[src/rtl/m68k_bus_target_pkg.sv]
// m68k_bus_target shared package: state encoding, register and sync constants.
// Ports: none (types and constants only).
package m68k_bus_target_pkg;

   localparam logic [2:0] DOORBELL_IDX = 3'd7;
   localparam int         NUM_REGS     = 8;
   localparam int         SYNC_STAGES  = 2;

   typedef enum logic [2:0] {
      S_IDLE,
      S_STROBE,
      S_WAIT,
      S_ACK,
      S_RELEASE
   } state_t;

endpackage

[src/rtl/m68k_bus_target_if.sv]
// 68000 bus signals seen by the register target.
// master drives strobes/address/data in; slave drives D_OUT, D_OE, DTACK_OE.
interface m68k_bus_target_if;

   logic        nAS;
   logic        nUDS;
   logic        nLDS;
   logic        RnW;
   logic [23:1] A_IN;
   logic [15:0] D_IN;
   logic        self_cycle;
   logic [15:0] D_OUT;
   logic        D_OE;
   logic        DTACK_OE;

   modport master (
      output nAS, nUDS, nLDS, RnW, A_IN, D_IN, self_cycle,
      input  D_OUT, D_OE, DTACK_OE
   );

   modport slave (
      input  nAS, nUDS, nLDS, RnW, A_IN, D_IN, self_cycle,
      output D_OUT, D_OE, DTACK_OE
   );

endinterface

[src/rtl/m68k_bus_target_bus_sync.sv]
// Parameterised-width multi-flop synchronizer for raw bus inputs.
// Ports: sys_clk, sys_rst (async, high), d (raw), q (synchronized).
module bus_sync
   import m68k_bus_target_pkg::*;
#(
   parameter int               WIDTH   = 1,
   parameter logic [WIDTH-1:0] RST_VAL = '0
) (
   input  logic             sys_clk,
   input  logic             sys_rst,
   input  logic [WIDTH-1:0] d,
   output logic [WIDTH-1:0] q
);

   (* async_reg = "true" *) logic [WIDTH-1:0] stg [SYNC_STAGES];

   always_ff @(posedge sys_clk or posedge sys_rst) begin
      if (sys_rst) begin
         for (int i = 0; i < SYNC_STAGES; i++) stg[i] <= RST_VAL;
      end else begin
         stg[0] <= d;
         for (int i = 1; i < SYNC_STAGES; i++) stg[i] <= stg[i-1];
      end
   end

   assign q = stg[SYNC_STAGES-1];

endmodule

[src/rtl/m68k_bus_target.sv]
// 68000 asynchronous-bus responder for an 8-word register bank with doorbell.
// Ports: sys_clk/sys_rst, bus (slave modport), int_* Pi-side port, doorbell.
module m68k_bus_target
   import m68k_bus_target_pkg::*;
#(
   parameter logic [23:0] BASE_ADDR   = 24'hE90000,
   parameter int          WAIT_STATES = 2
) (
   input  logic             sys_clk,
   input  logic             sys_rst,
   m68k_bus_target_if.slave bus,
   input  logic [2:0]       int_addr,
   input  logic [15:0]      int_wdata,
   input  logic             int_we,
   output logic [15:0]      int_rdata,
   output logic             doorbell,
   input  logic             doorbell_clr
);

   localparam logic [3:0] WS = 4'(WAIT_STATES);

   logic        nas_s, nuds_s, nlds_s, rnw_s;
   logic [23:1] a_s;
   logic [15:0] d_s;

   // Strobes idle high, so their synchronizer resets to all-ones.
   bus_sync #(.WIDTH(4), .RST_VAL(4'hF)) u_sync_strb (
      .sys_clk (sys_clk),
      .sys_rst (sys_rst),
      .d       ({bus.nAS, bus.nUDS, bus.nLDS, bus.RnW}),
      .q       ({nas_s, nuds_s, nlds_s, rnw_s})
   );

   bus_sync #(.WIDTH(23)) u_sync_addr (
      .sys_clk (sys_clk),
      .sys_rst (sys_rst),
      .d       (bus.A_IN),
      .q       (a_s)
   );

   bus_sync #(.WIDTH(16)) u_sync_data (
      .sys_clk (sys_clk),
      .sys_rst (sys_rst),
      .d       (bus.D_IN),
      .q       (d_s)
   );

   state_t      state, state_n;
   logic [3:0]  cnt, cnt_n;
   logic [2:0]  idx_q;
   logic        rnw_q;
   logic [15:0] dout_q;
   logic [15:0] regs [NUM_REGS];
   logic        hit, abort, bus_we;

   assign hit   = !nas_s && (a_s[23:4] == BASE_ADDR[23:4]) && !bus.self_cycle;
   assign abort = nas_s || bus.self_cycle;

   always_ff @(posedge sys_clk or posedge sys_rst) begin
      if (sys_rst) begin
         state <= S_IDLE;
         cnt   <= '0;
      end else begin
         state <= state_n;
         cnt   <= cnt_n;
      end
   end

   always_comb begin
      state_n = state;
      cnt_n   = cnt;
      unique case (state)
         S_IDLE: begin
            if (hit) state_n = S_STROBE;
         end
         S_STROBE: begin
            if (abort) begin
               state_n = S_IDLE;
            end else if (!nuds_s || !nlds_s) begin
               cnt_n   = WS;
               state_n = (WS == 4'd0) ? S_ACK : S_WAIT;
            end
         end
         S_WAIT: begin
            // ACK is entered exactly WS cycles after leaving STROBE.
            if (abort)           state_n = S_IDLE;
            else if (cnt <= 4'd1) state_n = S_ACK;
            else                 cnt_n   = cnt - 4'd1;
         end
         S_ACK: begin
            state_n = S_RELEASE;
         end
         S_RELEASE: begin
            if (nas_s) state_n = S_IDLE;
         end
         default: state_n = S_IDLE;
      endcase
   end

   always_ff @(posedge sys_clk or posedge sys_rst) begin
      if (sys_rst) begin
         idx_q  <= '0;
         rnw_q  <= 1'b0;
         dout_q <= '0;
      end else begin
         if (state == S_IDLE && hit) begin
            idx_q <= a_s[3:1];
            rnw_q <= rnw_s;
         end
         // Captured on ACK entry so read data holds until release.
         if (state_n == S_ACK && rnw_q) dout_q <= regs[idx_q];
      end
   end

   assign bus_we = (state == S_ACK) && !rnw_q;

   // Bus lanes take priority; internal write fills the untouched lanes.
   always_ff @(posedge sys_clk or posedge sys_rst) begin
      if (sys_rst) begin
         for (int i = 0; i < NUM_REGS; i++) regs[i] <= '0;
      end else begin
         for (int i = 0; i < NUM_REGS; i++) begin
            if (bus_we && idx_q == 3'(i) && !nuds_s)
               regs[i][15:8] <= d_s[15:8];
            else if (int_we && int_addr == 3'(i))
               regs[i][15:8] <= int_wdata[15:8];
            if (bus_we && idx_q == 3'(i) && !nlds_s)
               regs[i][7:0] <= d_s[7:0];
            else if (int_we && int_addr == 3'(i))
               regs[i][7:0] <= int_wdata[7:0];
         end
      end
   end

   always_ff @(posedge sys_clk or posedge sys_rst) begin
      if (sys_rst) begin
         doorbell  <= 1'b0;
         int_rdata <= '0;
      end else begin
         if (bus_we && idx_q == DOORBELL_IDX) doorbell <= 1'b1;
         else if (doorbell_clr)               doorbell <= 1'b0;
         int_rdata <= regs[int_addr];
      end
   end

   assign bus.DTACK_OE = (state == S_ACK && !rnw_q) || (state == S_RELEASE);
   assign bus.D_OE     = rnw_q && (state == S_ACK || state == S_RELEASE);
   assign bus.D_OUT    = dout_q;

endmodule
[src/flat_wrapper.sv]
// flat-port wrapper written by rule: the top's interface ports become plain ports
module m68k_bus_target_flat import m68k_bus_target_pkg::*;
#(
   parameter logic [23:0] BASE_ADDR   = 24'hE90000,
   parameter int          WAIT_STATES = 2
)
  (sys_clk, sys_rst, int_addr, int_wdata, int_we, int_rdata, doorbell, doorbell_clr, bus_nAS, bus_nUDS, bus_nLDS, bus_RnW, bus_A_IN, bus_D_IN, bus_self_cycle, bus_D_OUT, bus_D_OE, bus_DTACK_OE);
  m68k_bus_target_if bus_i ();
  input  logic sys_clk;
  input  logic sys_rst;
  input  logic [2:0] int_addr;
  input  logic [15:0] int_wdata;
  input  logic int_we;
  output logic [15:0] int_rdata;
  output logic doorbell;
  input  logic doorbell_clr;
  input wire logic [$bits(bus_i.nAS)-1:0] bus_nAS;
  input wire logic [$bits(bus_i.nUDS)-1:0] bus_nUDS;
  input wire logic [$bits(bus_i.nLDS)-1:0] bus_nLDS;
  input wire logic [$bits(bus_i.RnW)-1:0] bus_RnW;
  input wire logic [$bits(bus_i.A_IN)-1:0] bus_A_IN;
  input wire logic [$bits(bus_i.D_IN)-1:0] bus_D_IN;
  input wire logic [$bits(bus_i.self_cycle)-1:0] bus_self_cycle;
  output wire logic [$bits(bus_i.D_OUT)-1:0] bus_D_OUT;
  output wire logic [$bits(bus_i.D_OE)-1:0] bus_D_OE;
  output wire logic [$bits(bus_i.DTACK_OE)-1:0] bus_DTACK_OE;
  assign bus_i.nAS = bus_nAS;
  assign bus_i.nUDS = bus_nUDS;
  assign bus_i.nLDS = bus_nLDS;
  assign bus_i.RnW = bus_RnW;
  assign bus_i.A_IN = bus_A_IN;
  assign bus_i.D_IN = bus_D_IN;
  assign bus_i.self_cycle = bus_self_cycle;
  assign bus_D_OUT = bus_i.D_OUT;
  assign bus_D_OE = bus_i.D_OE;
  assign bus_DTACK_OE = bus_i.DTACK_OE;
  m68k_bus_target #(.BASE_ADDR(BASE_ADDR), .WAIT_STATES(WAIT_STATES)) u_core (.sys_clk(sys_clk), .sys_rst(sys_rst), .bus(bus_i), .int_addr(int_addr), .int_wdata(int_wdata), .int_we(int_we), .int_rdata(int_rdata), .doorbell(doorbell), .doorbell_clr(doorbell_clr));
endmodule
[config.mk]
export PLATFORM = sky130hd
export DESIGN_NAME = m68k_bus_target_flat
export DESIGN_NICKNAME = d
export VERILOG_FILES = /design/src/rtl/m68k_bus_target_pkg.sv /design/src/rtl/m68k_bus_target_if.sv /design/src/rtl/m68k_bus_target_bus_sync.sv /design/src/rtl/m68k_bus_target.sv /design/src/flat_wrapper.sv
export SDC_FILE = /design/constraint.sdc
export NUM_CORES = 1
export LEC_CHECK = 0
export CAP_MARGIN = 40
export CORE_ASPECT_RATIO = 0.8
export CORE_MARGIN = 2
export CORE_UTILIZATION = 50
export CTS_CLUSTER_SIZE = 8
export DETAILED_ROUTE_END_ITERATION = 7
export GPL_ROUTABILITY_DRIVEN = 0
export GPL_TIMING_DRIVEN = 0
export HOLD_SLACK_MARGIN = 0.12
export PLACE_DENSITY = 0.81
export SLEW_MARGIN = 5
export SYNTH_ARGS = -nofsm -noshare
export SYNTH_HDL_FRONTEND = slang
export SYNTH_SLANG_ARGS = --single-unit
[constraint.sdc]
create_clock -name sys_clk -period 7.91 [get_ports sys_clk]
set_clock_uncertainty 0.05 [all_clocks]
set_input_delay 1.1865 -clock sys_clk [delete_from_list [all_inputs] [get_ports sys_clk]]
set_output_delay 1.1865 -clock sys_clk [all_outputs]
set_load 0.005 [all_outputs]
### After elaboration in Yosys (flattened, before gate mapping)

Index checks and enable logic that the tools add are counted.

| storage, ports and cells | value |
|---|---|
| flip-flop bits (word level) | 258 |
| bits of input ports | 67 |
| output and inout port bits | 35 |

| cells by class | value |
|---|---|
| add/sub/neg operators | 1 |
| order comparisons | 3 |
| equal/unequal tests | 24 |
| muxes and demuxes | 52 |
| bitwise logic cells | 2 |
| reduce and logical (&&, ||, !) cells | 69 |

Operator list:

| operator | number |
|---|---|
| 2-to-1 mux 8 bit | 32 |
| binary-select mux 16 bit (select 3 bit) | 2 |
| 2-to-1 mux 16 bit | 4 |
| logical AND 1 bit | 38 |
| nonzero test 2 bit | 18 |
| equality test 3 bit, second input constant | 9 |
| equality test 3 x 2 -> 1 bit, second input constant | 7 |
| equality test 20 bit, second input constant | 1 |
| 2-to-1 mux 3 bit | 6 |
| 2-to-1 mux 4 bit | 4 |
| one-hot mux 3 bit (5 select lines) | 1 |
| equality test 3 x 1 -> 1 bit, second input constant | 3 |
| zero test 3 bit | 3 |
| greater-or-equal comparator 4 bit, second input constant | 2 |
| NOT 3 -> 4 bit | 2 |
| one-hot mux 4 bit (2 select lines) | 1 |
| != test 2 bit, second input constant | 3 |
| zero test 1 bit | 5 |
| AND reduction 5 bit | 1 |
| <= comparator 4 x 1 -> 1 bit, second input constant | 1 |
| logical OR 1 bit | 4 |
| subtractor 4 x 1 -> 4 bit, second input constant | 1 |
| 2-to-1 mux 1 bit | 2 |
| != test 2 x 1 -> 1 bit, second input constant | 1 |

### Logic depth before layout (Yosys ltp)

| logic depth | value |
|---|---|
| depth after elaboration | 7 |
| mapped depth | 8 |

### Cells and area by module

From an unflattened synthesis, not the netlist that was laid out.

| unflattened totals | value |
|---|---|
| cells, all modules | 976 |
| area total of the unflattened synthesis | 12181.7 um2 |

By module, submodules not included:

| module | times used | cells each | area each (um2) | seq. area each (um2) |
|---|---|---|---|---|
| m68k_bus_target | 1 | 844 | 9685.5 | 4304.1 |
| bus_sync at u_core.u_sync_addr | 1 | 70 | 1327.5 | 1151.1 |
| bus_sync at u_core.u_sync_data | 1 | 49 | 924.6 | 800.8 |
| bus_sync at u_core.u_sync_strb | 1 | 13 | 244.0 | 210.2 |

### Worst setup path after synthesis

OpenSTA, ideal clock, no wires.

| path | value |
|---|---|
| path kind | input port to flip-flop |
| from | input bus_self_cycle |
| to | register u_core.dout_q[0], in the netlist u_core.bus.D_OUT[0] |
| setup time | 125 ps |
| arrival time | 2798 ps |
| data required time | 7735 ps |
| path slack | 4937 ps |
| cell stages on the path | 5 |
| cells stage by stage | or3_1 or4_4 a21oi_4 buf_12 mux2_4 |

| on the way | value |
|---|---|
| cells in the longest elaborated chain, start to end | 6 |
| elaborated cells on any way between the ends | 9 |
| classes of those cells | eq/ne: 1; mux: 4; reduce/logical: 4 |

Ends and longest elaborated chain:

| item | line | text |
|---|---|---|
| start, declared | flat_wrapper.sv:23 | `input wire logic [$bits(bus_i.self_cycle)-1:0] bus_self_cycle;` |
| zero test 1 bit | m68k_bus_target.sv:56 | `assign hit = !nas_s && (a_s[23:4] == BASE_ADDR[23:4]) && !bus.self_cycle;` |
| logical AND 1 bit | m68k_bus_target.sv:56 |  |
| 2-to-1 mux 3 bit | m68k_bus_target.sv:74 | `if (hit) state_n = S_STROBE;` |
| one-hot mux 3 bit (5 select lines) (*) | m68k_bus_target.sv:72 | `unique case (state)` |
| equality test 3 x 2 -> 1 bit (*) | m68k_bus_target.sv:111 | `if (state_n == S_ACK && rnw_q) dout_q <= regs[idx_q];` |
| logical AND 1 bit (*) | m68k_bus_target.sv:111 |  |
| end signal, assigned | m68k_bus_target.sv:111 |  |
| end, declared | m68k_bus_target.sv:52 | `logic [15:0] dout_q;` |

Every way passes the cells marked *; elsewhere a longest branch is shown, timed or not.
A chain may end at the register's enable or synchronous reset.

### Worst setup path after layout

| path | value |
|---|---|
| from | input int_we |
| to | register u_core.regs[98] (netlist bit) |

| on the way | value |
|---|---|
| cells in the longest elaborated chain, start to end | 2 |

Ends and longest elaborated chain:

| item | line | text |
|---|---|---|
| start, declared | flat_wrapper.sv:13 | `input logic int_we;` |
| logical AND 1 bit | m68k_bus_target.sv:129 | `else if (int_we && int_addr == 3'(i))` |
| nonzero test 2 bit (no source line) | n/a |  |
| end signal, assigned by index | m68k_bus_target.sv:126 | `regs[i][15:8] <= int_wdata[15:8];` |
| end signal, assigned by index | m68k_bus_target.sv:128 | `regs[i][7:0] <= d_s[7:0];` |
| end signal, assigned by index | m68k_bus_target.sv:130 | `regs[i][7:0] <= int_wdata[7:0];` |
| end, declared | m68k_bus_target.sv:53 | `logic [15:0] regs [NUM_REGS];` |

No other way between the ends.

==> summary.md <==
| Metric | Value |
|---|---|
| Power Density | `252 nW/um^2` |
| Worst-path maximum fanout | `10` |
| Fillers | `1,786` |
| First-pass GRT wire length | `51,500 um` |
| RSZ-0062 raised after global routing | `no` |
| Largest net degree at the start of global routing | `43` |
| Number of port buffers | `83` |
| Sequential fraction of the synthesis area | `54.4%` |
| Initial core utilization | `50.8%` |
| Clk buf depth | `3` |
| Synth top area cells | `dfrtp_1 53%, mux4_2 12%, mux2i_1 11%` |
| Clock transition at the registers of the reported paths | `50 ps` |
| Sink Count | `258` |
| Crit path largest cell delay | `630 ps` |
| Hpwl dp | `22,200 um` |
| Peak VDD IR | `0.000160 V` |
| Met2 Resource Use GR | `39.3%` |
| # IOs | `102` |
| Fin. max-slew vios | `0` |
| CP bufs+invs | `3` |
| Headroom to the max-slew limit | `34.6%` |
| Mapped cell area | `11,900 sq um` |
| Worst path cell trace | `clkdlybuf4s50_1 > nand2b_1 > nor3b_1 > buf_1 > buf_2 > mux2i_1 > o21ai_0` |
| CTS-repair resized insts | `0` |
| FP Rows | `50` |
| Gate Count Post-Synth | `966` |
| R2R setup slack | `4780 ps` |
| Final WL | `33,500 um` |
| Dominant synthesized flop cell | `dfrtp_1` |
| Post-layout min period | `3300 ps` |
| Nets | `1,173` |
| Crit path launch | `int_we` |
| # hold bufs at CTS | `0` |
| CORE AREA | `23,400 sq um` |
| Critical path's top delay family | `buffers and inverters` |
| # setup viols final | `0` |
| Max-Cap Viols | `0` |
| Root Buffer | `clkbuf_16` |
| GRT Util Overall | `27.4%` |
| Worst path slowest cell | `clkdlybuf4s50_1` |
| Die height | `142 um` |
| CTS H-tree lvls | `2` |
| CTS tree | `yes` |
| Worst endpoint data arrival time | `3590 ps` |
| Number of global-route vias before repair | `8,825` |
| Yosys top cell by area | `dfrtp_1` |
| Tcrit/Tclk final | `41.7%` |
| Final Hold Violating Endpoints | `0` |
| Pre-antenna DRT Iters | `5` |
| Data required, critical path | `8210 ps` |
| Antenna cells | `0` |
| FMAX | `0.303 GHz` |
| Die area | `25,000 sq um` |
| Clock Latency Late Sink | `520 ps` |
| Setup bufs post-CTS | `0` |
| CTS Buf Count | `38` |
| Grt met1 use | `38.8%` |
| Area grow syn2layout | `21.2%` |
| Vias after detailed routing | `8,795` |
| Antenna viol nets, final | `0` |
| Worst-margin pin slew | `974 ps` |
| Leak | `6.06 nW` |
| Commonest non-fill, non-tap cell in the layout | `dfrtp_1` |
| Most frequent cells in the layout | `250 x dfrtp_1, 141 x nand2_1, 128 x mux2i_1` |
| #FFs+latches synth | `258` |
| Avg Inst Size Synth | `12.3 sq um` |
| Synth warnings | `0` |
| Startpoint Class | `input port` |
| Met3 Usage GRT | `9.08%` |
| Synth async-reset ratio | `100%` |
| Ratio of cells with drive above 1 in the final layout | `18.1%` |
| CP Class | `input port to register` |
| DR WL/cell | `23.4 um` |
| Hold WC Path Type | `register to register` |
| Via/cell ratio | `6.14` |
| Reg-to-reg startpoint | `u_core.idx_q[1]` |
| Yosys top cell area share | `52.7%` |
| EDFF count, synth | `0` |
| Crit end category | `register` |
| Hold slack | `286 ps` |
| Gr ovfl total | `0` |
| Hold_sp | `u_core.u_sync_data.stg[17]` |
| Run status | `complete, no violations` |
| Syn Nets | `1,035` |
| Post-synthesis cell type count | `40` |
| Setup TNS | `0 ps` |
| Most Crowded Layer GR | `met2` |
| Drc violations | `0` |
| Antenna violations before repair | `2` |
| Die width | `176 um` |
| DR iter-0 viols | `1,103` |
-- cells in the mapped netlist (2+ instances only) --
master      n
mux2_4     10
o21ai_0    79
mux4_2     64
dfstp_2     8
nand4_1     2
nand2_1   141
a21oi_1    51
nor2b_1     2
clkbuf_1   36
inv_1       7
xor2_1      2
mux2_2     25
clkbuf_2    2
dfrtp_1   250
nand2b_1    4
nand4b_1    4
nor3_2      3
buf_4      12
o21ai_1     6
nor4_1      7
nor3_1      6
mux2i_1   128
o211ai_1    3
ha_1        2
nor2_1     59
nor3b_1     3
or3_1       4
buf_2      17
buf_1      18
-- area by class of cell --
class | instances | area, sq um | area share, %
Sequential cell | 258 | 6470 | 44.9
Buffer | 86 | 408 | 2.83
Inverter | 8 | 33.8 | 0.235
Multi-Input combinational cell | 614 | 4980 | 34.6
Clock inverter | 4 | 42.5 | 0.295
Clock buffer | 53 | 1010 | 7.00
Timing Repair Buffer | 98 | 1070 | 7.45
Tap cell | 312 | 390 | 2.71
-- flip-flops by register name, summed over array words and instances, names as in the netlist --
name	flops
u_core.bus.D_OUT	16
u_core.doorbell	1
u_core.u_sync_addr.q	23
u_core.u_sync_data.stg	16
u_core.cnt	4
u_core.u_sync_data.q	16
u_core.u_sync_addr.stg	23
u_core.rnw_q	1
u_core.u_sync_strb.q	4
u_core.int_rdata	16
u_core.regs	128
u_core.u_sync_strb.stg	4
u_core.idx_q	3
u_core.state	3
-- path summary, 6_finish.rpt --
check | end | cells after the start
min in group asynchronous | u_core.u_sync_data.stg[25] | 2
max reg2reg | u_core.regs[50] | 6
min | u_core.u_sync_data.q[1] | 0
max | u_core.regs[98] | 7
min reg2reg | u_core.u_sync_data.q[1] | 0
max in group asynchronous | u_core.u_sync_strb.q[2] | 5
-- layer usage --
layer,vias up,wire [um]
li1,3691,-
met1,4371,13300
met2,611,14500
met3,118,4370
met4,4,1250
met5,-,25
-- cell families (layout without fill, tap and decap cells) --
group	after synthesis	in the layout	share of synthesized area, %
muxes	227	227	26.5
xor gates and xnor gates	2	2	0.147
AOI/OAI and AO/OA	144	144	6.33
adders and majority gates	2	2	0.211
buffers and inverters	94	249	3.69
and+or+nand+nor	239	239	8.66
DFF	258	258	54.4
-- worst reg2reg max path, cell delays in order (launching register included) --
cell	delay, ps
dfrtp_1	440
buf_1	560
buf_1	740
nor2_1	160
nand2_1	310
clkbuf_1	550
a21oi_1	150
-- stage by stage --
stage                     power (W)  cell area [sq um]  utilization (%)  worst slack (ps)  instances
after floorplan             0.00198              11900                -              3280        966
after global placement      0.00214              13100             56.0              1450       1361
after detailed placement    0.00219              13300             57.0              4210       1376
after CTS                   0.00364              14400             61.5              4620       1433
after global routing        0.00378              14400             61.5              4510       1433
final                       0.00363              14400             61.5              4610       1433
-- where the power goes --
part           internal [W]  leakage [nW]  total [W]  switching, W
Combinational      0.000309          2.55   0.000537      0.000228
Clock              0.000878         0.506    0.00145      0.000568
Sequential          0.00152          3.00    0.00165      0.000133
No activity file was read; power rests on OpenSTA's default activity.
